### src/rtl/weight_fetch.sv
// Streams KSIZE-word weight kernels from memory over a burst read channel into
// the kernel weight FIFO, one burst per kernel, pulsing weight_load after each.
module weight_fetch #(
  parameter int DW    = 32,
  parameter int KSIZE = 9,
  parameter int AW    = 32,
  parameter int CW    = 16
) (
  input  logic          clk,
  input  logic          rst,
  input  logic          start,
  input  logic [AW-1:0] base_addr,
  input  logic [CW-1:0] num_ker,
  output logic [AW-1:0] araddr,
  output logic [7:0]    arlen,
  output logic          arvalid,
  input  logic          arready,
  input  logic [DW-1:0] rdata,
  input  logic          rvalid,
  input  logic          rlast,
  output logic          rready,
  output logic [DW-1:0] w_data,
  output logic          w_valid,
  input  logic          w_full,
  output logic          weight_load,
  output logic          busy,
  output logic          done,
  output logic          err
);

  typedef enum logic [2:0] {
    IDLE = 3'd0,
    ADDR = 3'd1,
    DATA = 3'd2,
    LOAD = 3'd3,
    DONE = 3'd4
  } state_t;

  localparam int            BCW     = $clog2(KSIZE + 1);
  localparam logic [AW-1:0] STRIDE  = AW'(KSIZE * (DW / 8));
  localparam logic [BCW-1:0] BC_LAST = BCW'(KSIZE - 1);

  state_t         state_q, state_d;
  logic [AW-1:0]  addr_q, addr_d;
  logic [CW-1:0]  ki_q, ki_d;
  logic [CW-1:0]  num_q, num_d;
  logic [BCW-1:0] bc_q, bc_d;
  logic           err_q, err_d;
  logic           r_hs;

  // Handshake and FIFO strobe are combinational so a full FIFO stalls the beat in place.
  assign rready      = (state_q == DATA) && !w_full;
  assign r_hs        = rvalid && rready;
  assign w_valid     = r_hs;
  assign w_data      = rdata;
  assign arvalid     = (state_q == ADDR);
  assign araddr      = addr_q;
  assign arlen       = 8'(KSIZE - 1);
  assign weight_load = (state_q == LOAD);
  assign done        = (state_q == DONE);
  assign busy        = (state_q != IDLE);
  assign err         = err_q;

  always_comb begin
    state_d = state_q;
    addr_d  = addr_q;
    ki_d    = ki_q;
    num_d   = num_q;
    bc_d    = bc_q;
    err_d   = err_q;
    case (state_q)
      IDLE: begin
        if (start) begin
          addr_d = base_addr;
          num_d  = num_ker;
          ki_d   = '0;
          bc_d   = '0;
          err_d  = 1'b0;
          if (num_ker != '0) begin
            state_d = ADDR;
          end else begin
            state_d = DONE;
          end
        end else begin
          state_d = IDLE;
        end
      end
      ADDR: begin
        if (arready) begin
          state_d = DATA;
          bc_d    = '0;
        end else begin
          state_d = ADDR;
        end
      end
      DATA: begin
        if (r_hs) begin
          // Framing errors are only flagged; the beat count alone ends the burst.
          if ((bc_q == BC_LAST) != rlast) begin
            err_d = 1'b1;
          end else begin
            err_d = err_q;
          end
          if (bc_q == BC_LAST) begin
            state_d = LOAD;
            bc_d    = '0;
          end else begin
            bc_d = bc_q + BCW'(1);
          end
        end else begin
          state_d = DATA;
        end
      end
      LOAD: begin
        ki_d   = ki_q + CW'(1);
        addr_d = addr_q + STRIDE;
        if (ki_q == num_q - CW'(1)) begin
          state_d = DONE;
        end else begin
          state_d = ADDR;
        end
      end
      DONE: begin
        state_d = IDLE;
      end
      default: begin
        state_d = IDLE;
      end
    endcase
  end

  always_ff @(posedge clk or posedge rst) begin
    if (rst) begin
      state_q <= IDLE;
      addr_q  <= '0;
      ki_q    <= '0;
      num_q   <= '0;
      bc_q    <= '0;
      err_q   <= 1'b0;
    end else begin
      state_q <= state_d;
      addr_q  <= addr_d;
      ki_q    <= ki_d;
      num_q   <= num_d;
      bc_q    <= bc_d;
      err_q   <= err_d;
    end
  end

endmodule

### config.mk
export PLATFORM = sky130hd
export DESIGN_NAME = weight_fetch
export DESIGN_NICKNAME = d
export VERILOG_FILES = /design/src/rtl/weight_fetch.sv
export SDC_FILE = /design/constraint.sdc
export NUM_CORES = 1
export LEC_CHECK = 0
export CAP_MARGIN = 40
export CORE_UTILIZATION = 35
export DETAILED_ROUTE_END_ITERATION = 8
export PLACE_DENSITY = 0.66
export SLEW_MARGIN = 20
export SYNTH_ARGS = -nofsm -noshare
export SYNTH_HDL_FRONTEND = slang
export SYNTH_SLANG_ARGS = --single-unit
### constraint.sdc
create_clock -name clk -period 5.8 [get_ports clk]
set_input_delay 0.58 -clock clk [delete_from_list [all_inputs] [get_ports clk]]
set_output_delay 0.58 -clock clk [all_outputs]
set_load 0.01 [all_outputs]
==> parameters.txt <==
Parameter                              Value

Run status
  Status ... finished clean

CTS
  TritonCTS clock tree ... done
  TritonCTS sink count ... 72
  Clock Tree Buf Depth ... 2
  Number of gates resized after cts ... 0
  Number of levels in the clock H-tree ... 3
  Num CTS Buffers ... 9
  Post-CTS Setup Bufs ... 0
  Source-to-sink clock delay at the later pin of the worst-skew pair ... 330 ps
  Post-CTS clock slew at the launch and capture registers of the worst setup and hold paths ... 60 ps
  Post-CTS Hold Buffers ... 0
  Clock root buffer ... sky130_fd_sc_hd__clkbuf_16

Setup path
  Element type at the critical path start ... flop
  Startpoint-to-endpoint class of the critical path ... reg2out
  Max FO, Critical Path ... 33
  Setup crit end kind ... output pin
  Critical path cell sequence ... nor2b_1 -> nand2_1 -> buf_4 -> inv_1 -> clkdlybuf4s50_1
  Crit path DAT ... 2410 ps
  Data required, critical path ... 5220 ps
  Worst path bufs/invs ... 3
  Maximum cell stage delay along the critical path ... 670 ps
  Crit path max-delay family ... buffers and inverters
  Critical-path top delay cell ... sky130_fd_sc_hd__clkdlybuf4s50_1

Yosys
  Cells after Synth ... 529
  Share of synthesized flip-flops with an asynchronous set or reset ... 100%
  Number of synthesized register bits ... 72
  Post-Synthesis Mean Instance Area ... 8.37 um2
  Synth Cell Area ... 4430 um2
  Netlist cell types ... 53
  Fraction of the yosys area taken by sequential cells ... 40.7%
  Number of enable-type register cells in the synthesized netlist ... 0
  Synth warn ... 0
  Commonest register cell after synthesis ... sky130_fd_sc_hd__dfrtp_1

Timing
  Final setup violating endpoints ... 0
  Max frequency ... 335 MHz
  Worst hold slack ... 486 ps
  Worst clock skew ... 10.7 ps
  RSZ-0062 raised after global routing ... no
  Fraction of the cycle the final worst path needs ... 51.5%
  Final setup slack of the worst path ... 2810 ps
  Final min period ... 2990 ps
  Slew at the pin closest to its max-slew limit ... 773 ps
  Setup TNS ... 0 ps
  Final Hold Violating Endpoints ... 0
  Relative slew slack ... 48.3%
  Count of pins over their slew limit ... 0

Route
  Wire per inst ... 15.4 um
  Residual DRC count ... 0
  Total detailed-routing wirelength ... 11600 um
  Iteration-0 DRC Markers ... 131
  Metal3 WL ... 612 um
  Via density per instance ... 5.37
  Routed length on met2 ... 5590 um
  Length of the first detailed-routing pass in iterations ... 4
  Final antenna-violating net count ... 0
  Total number of vias ... 4037
  Uppermost layer routed ... met4
  Wire length on met1 ... 5230 um

Pwr
  Sequential Power Share ... 35.6%
  Power Internal ... 1.63 mW
  Final total power ... 2.68 mW
  Net switching power ... 1.05 mW
  Relative contribution of combinational cells to total power ... 41.8%
  Peak VDD IR ... 0.000234 V
  Fraction of power consumed by the clock network ... 22.6%
  Proportion of total power due to net switching ... 39.0%
  Total leakage power ... 2.27 nW
  Cell area power density ... 481 nW/um2

Flow run
  Number of max-capacitance violations reported ... 0

Floorplanning
  Starting utilization of the core area ... 36.4%
  Ports ... 166
  Core Area ... 12200 um2
  Total number of placement rows ... 40
  Floorplan die area ... 13100 um2
  Die span in x ... 114 um
  Die Span Y ... 114 um

GRT
  Wire length of the first global-routing pass ... 19300 um
  Global-route congestion overflow total ... 0
  Number of global-route vias before repair ... 3939
  Maximum number of pins on one net before global-route repair ... 44
  Total track usage ... 18.7%
  Antenna violations before repair ... 0

Placement
  RePlAce Congestion ... 0.879
  # port buffers ... 93
  Worst slack at placement ... 2970 ps
  HPWL after DPL ... 8440 um

Layout
  Antenna cells ... 0
  Syn-to-layout area delta ... 25.7%
  Count of filler cells inserted in the layout ... 1189
  Ratio of cells with drive above 1 in the final layout ... 5.48%
  Combined flip-flop and latch cell area ... 1800 um2
  Final layout net count ... 671
  Area taken by multi-input logic gates ... 2200 um2

Min path
  Worst hold path class ... reg2reg
kinds of logic after synthesis:
| group | synth area share [%] |
|---|---|
| compound gates | 17.0 |
| xor+xnor | 4.15 |
| fa+ha+maj | 1.41 |
| buf+inv | 10.1 |
| flops | 40.7 |
| mux | 0.706 |
| other cells | 0.170 |
| simple gates | 25.8 |
final cells by class:
type | count | area share, %
clock buffers | 10 | 4.29
clock inverters | 6 | 1.64
inverters | 13 | 0.876
well taps | 168 | 3.77
repair buffers | 97 | 17.5
flip-flops and latches | 72 | 32.4
multi-input cells | 386 | 39.6
cell usage after synthesis, types with 2 or more instances:
cell type	number	area, um2
sky130_fd_sc_hd__nand3_1	33	165
sky130_fd_sc_hd__nand2_1	109	409
sky130_fd_sc_hd__a21oi_1	11	55.1
sky130_fd_sc_hd__nor3b_1	4	30.0
sky130_fd_sc_hd__a221o_1	10	100
sky130_fd_sc_hd__inv_1	13	48.8
sky130_fd_sc_hd__o22ai_1	2	12.5
sky130_fd_sc_hd__o311ai_0	7	61.3
sky130_fd_sc_hd__a41oi_1	2	17.5
sky130_fd_sc_hd__a32oi_1	3	26.3
sky130_fd_sc_hd__dfrtp_1	72	1800
sky130_fd_sc_hd__and4_1	3	26.3
sky130_fd_sc_hd__mux2i_1	2	20.0
sky130_fd_sc_hd__xnor2_1	18	158
sky130_fd_sc_hd__clkbuf_1	22	82.6
sky130_fd_sc_hd__a22o_1	2	17.5
sky130_fd_sc_hd__a31oi_1	7	43.8
sky130_fd_sc_hd__nor2b_1	2	12.5
sky130_fd_sc_hd__nor4_1	9	56.3
sky130_fd_sc_hd__conb_1	2	7.51
sky130_fd_sc_hd__o211ai_1	12	90.1
sky130_fd_sc_hd__nand2b_1	3	18.8
sky130_fd_sc_hd__a211oi_1	2	15.0
sky130_fd_sc_hd__nand3b_1	2	15.0
sky130_fd_sc_hd__or4_4	2	22.5
sky130_fd_sc_hd__a21o_1	4	30.0
sky130_fd_sc_hd__a221oi_1	2	17.5
sky130_fd_sc_hd__or3_1	4	25.0
sky130_fd_sc_hd__ha_1	5	62.6
sky130_fd_sc_hd__and2_1	3	18.8
sky130_fd_sc_hd__nand4_1	9	56.3
sky130_fd_sc_hd__nand4b_1	2	17.5
sky130_fd_sc_hd__buf_4	40	300
sky130_fd_sc_hd__and3_1	7	43.8
sky130_fd_sc_hd__xor2_1	3	26.3
sky130_fd_sc_hd__nor3_1	9	45.0
sky130_fd_sc_hd__or2_2	3	18.8
sky130_fd_sc_hd__o21ai_0	43	215
sky130_fd_sc_hd__nor2_1	27	101
cell usage in the layout, fill, tap and decap left out, types with 7 or more instances in the layout:
master                            netlist  layout
sky130_fd_sc_hd__and3_1                 7       7
sky130_fd_sc_hd__dfrtp_1               72      72
sky130_fd_sc_hd__a221o_1               10      10
sky130_fd_sc_hd__clkdlybuf4s50_1        0      93
sky130_fd_sc_hd__clkbuf_16              0       9
sky130_fd_sc_hd__nand4_1                9       9
sky130_fd_sc_hd__o21ai_0               43      43
sky130_fd_sc_hd__nor3_1                 9       9
sky130_fd_sc_hd__conb_1                 2       8
sky130_fd_sc_hd__nand3_1               33      33
sky130_fd_sc_hd__nand2_1              109     109
sky130_fd_sc_hd__a31oi_1                7       7
sky130_fd_sc_hd__o211ai_1              12      12
sky130_fd_sc_hd__nor4_1                 9       9
sky130_fd_sc_hd__a21oi_1               11      11
sky130_fd_sc_hd__o311ai_0               7       7
sky130_fd_sc_hd__xnor2_1               18      18
sky130_fd_sc_hd__nor2_1                27      27
sky130_fd_sc_hd__inv_1                 13      12
routing by layer:
metal	global-route usage, %	vias up
met1	24.6	1969
met5	0	-
met4	6.41	0
met3	3.71	17
li1	-	1939
met2	30.6	112
state kept, by name, indices dropped and copies added (netlist names):
signal   flops
state_q      3
num_q       16
ki_q        16
err          1
araddr      32
bc_q         4
path summary, 6_finish.rpt:
kind / start / slack [ps] / end / cells past startpoint
max in group asynchronous: rst / 4130 / araddr[6] / 3
min reg2reg: bc_q[3] / 490 / bc_q[3] / 1
max: state_q[1] / 2810 / weight_load / 5
min: bc_q[3] / 490 / bc_q[3] / 1
max reg2reg: state_q[1] / 2990 / araddr[26] / 8
min in group asynchronous: rst / 670 / num_q[5] / 2
metrics by stage:
stage | cell area, um2 | util, % | std cells
floorplan | 4450 | - | 535
global placement | 5220 | 42.9 | 735
detailed placement | 5240 | 43.1 | 736
CTS | 5570 | 45.8 | 752
global route | 5570 | 45.8 | 752
finish | 5570 | 45.8 | 752
power by group through the flow:
stage	Clock [mW]	Combinational, mW	Sequential, mW
floorplan	0	0.695	0.924
global placement	0	1.08	0.946
detailed placement	0	1.12	0.954
CTS	0.617	1.13	0.950
global route	0.638	1.25	0.991
finish	0.605	1.12	0.954
Power figures use the tool's default switching activity.
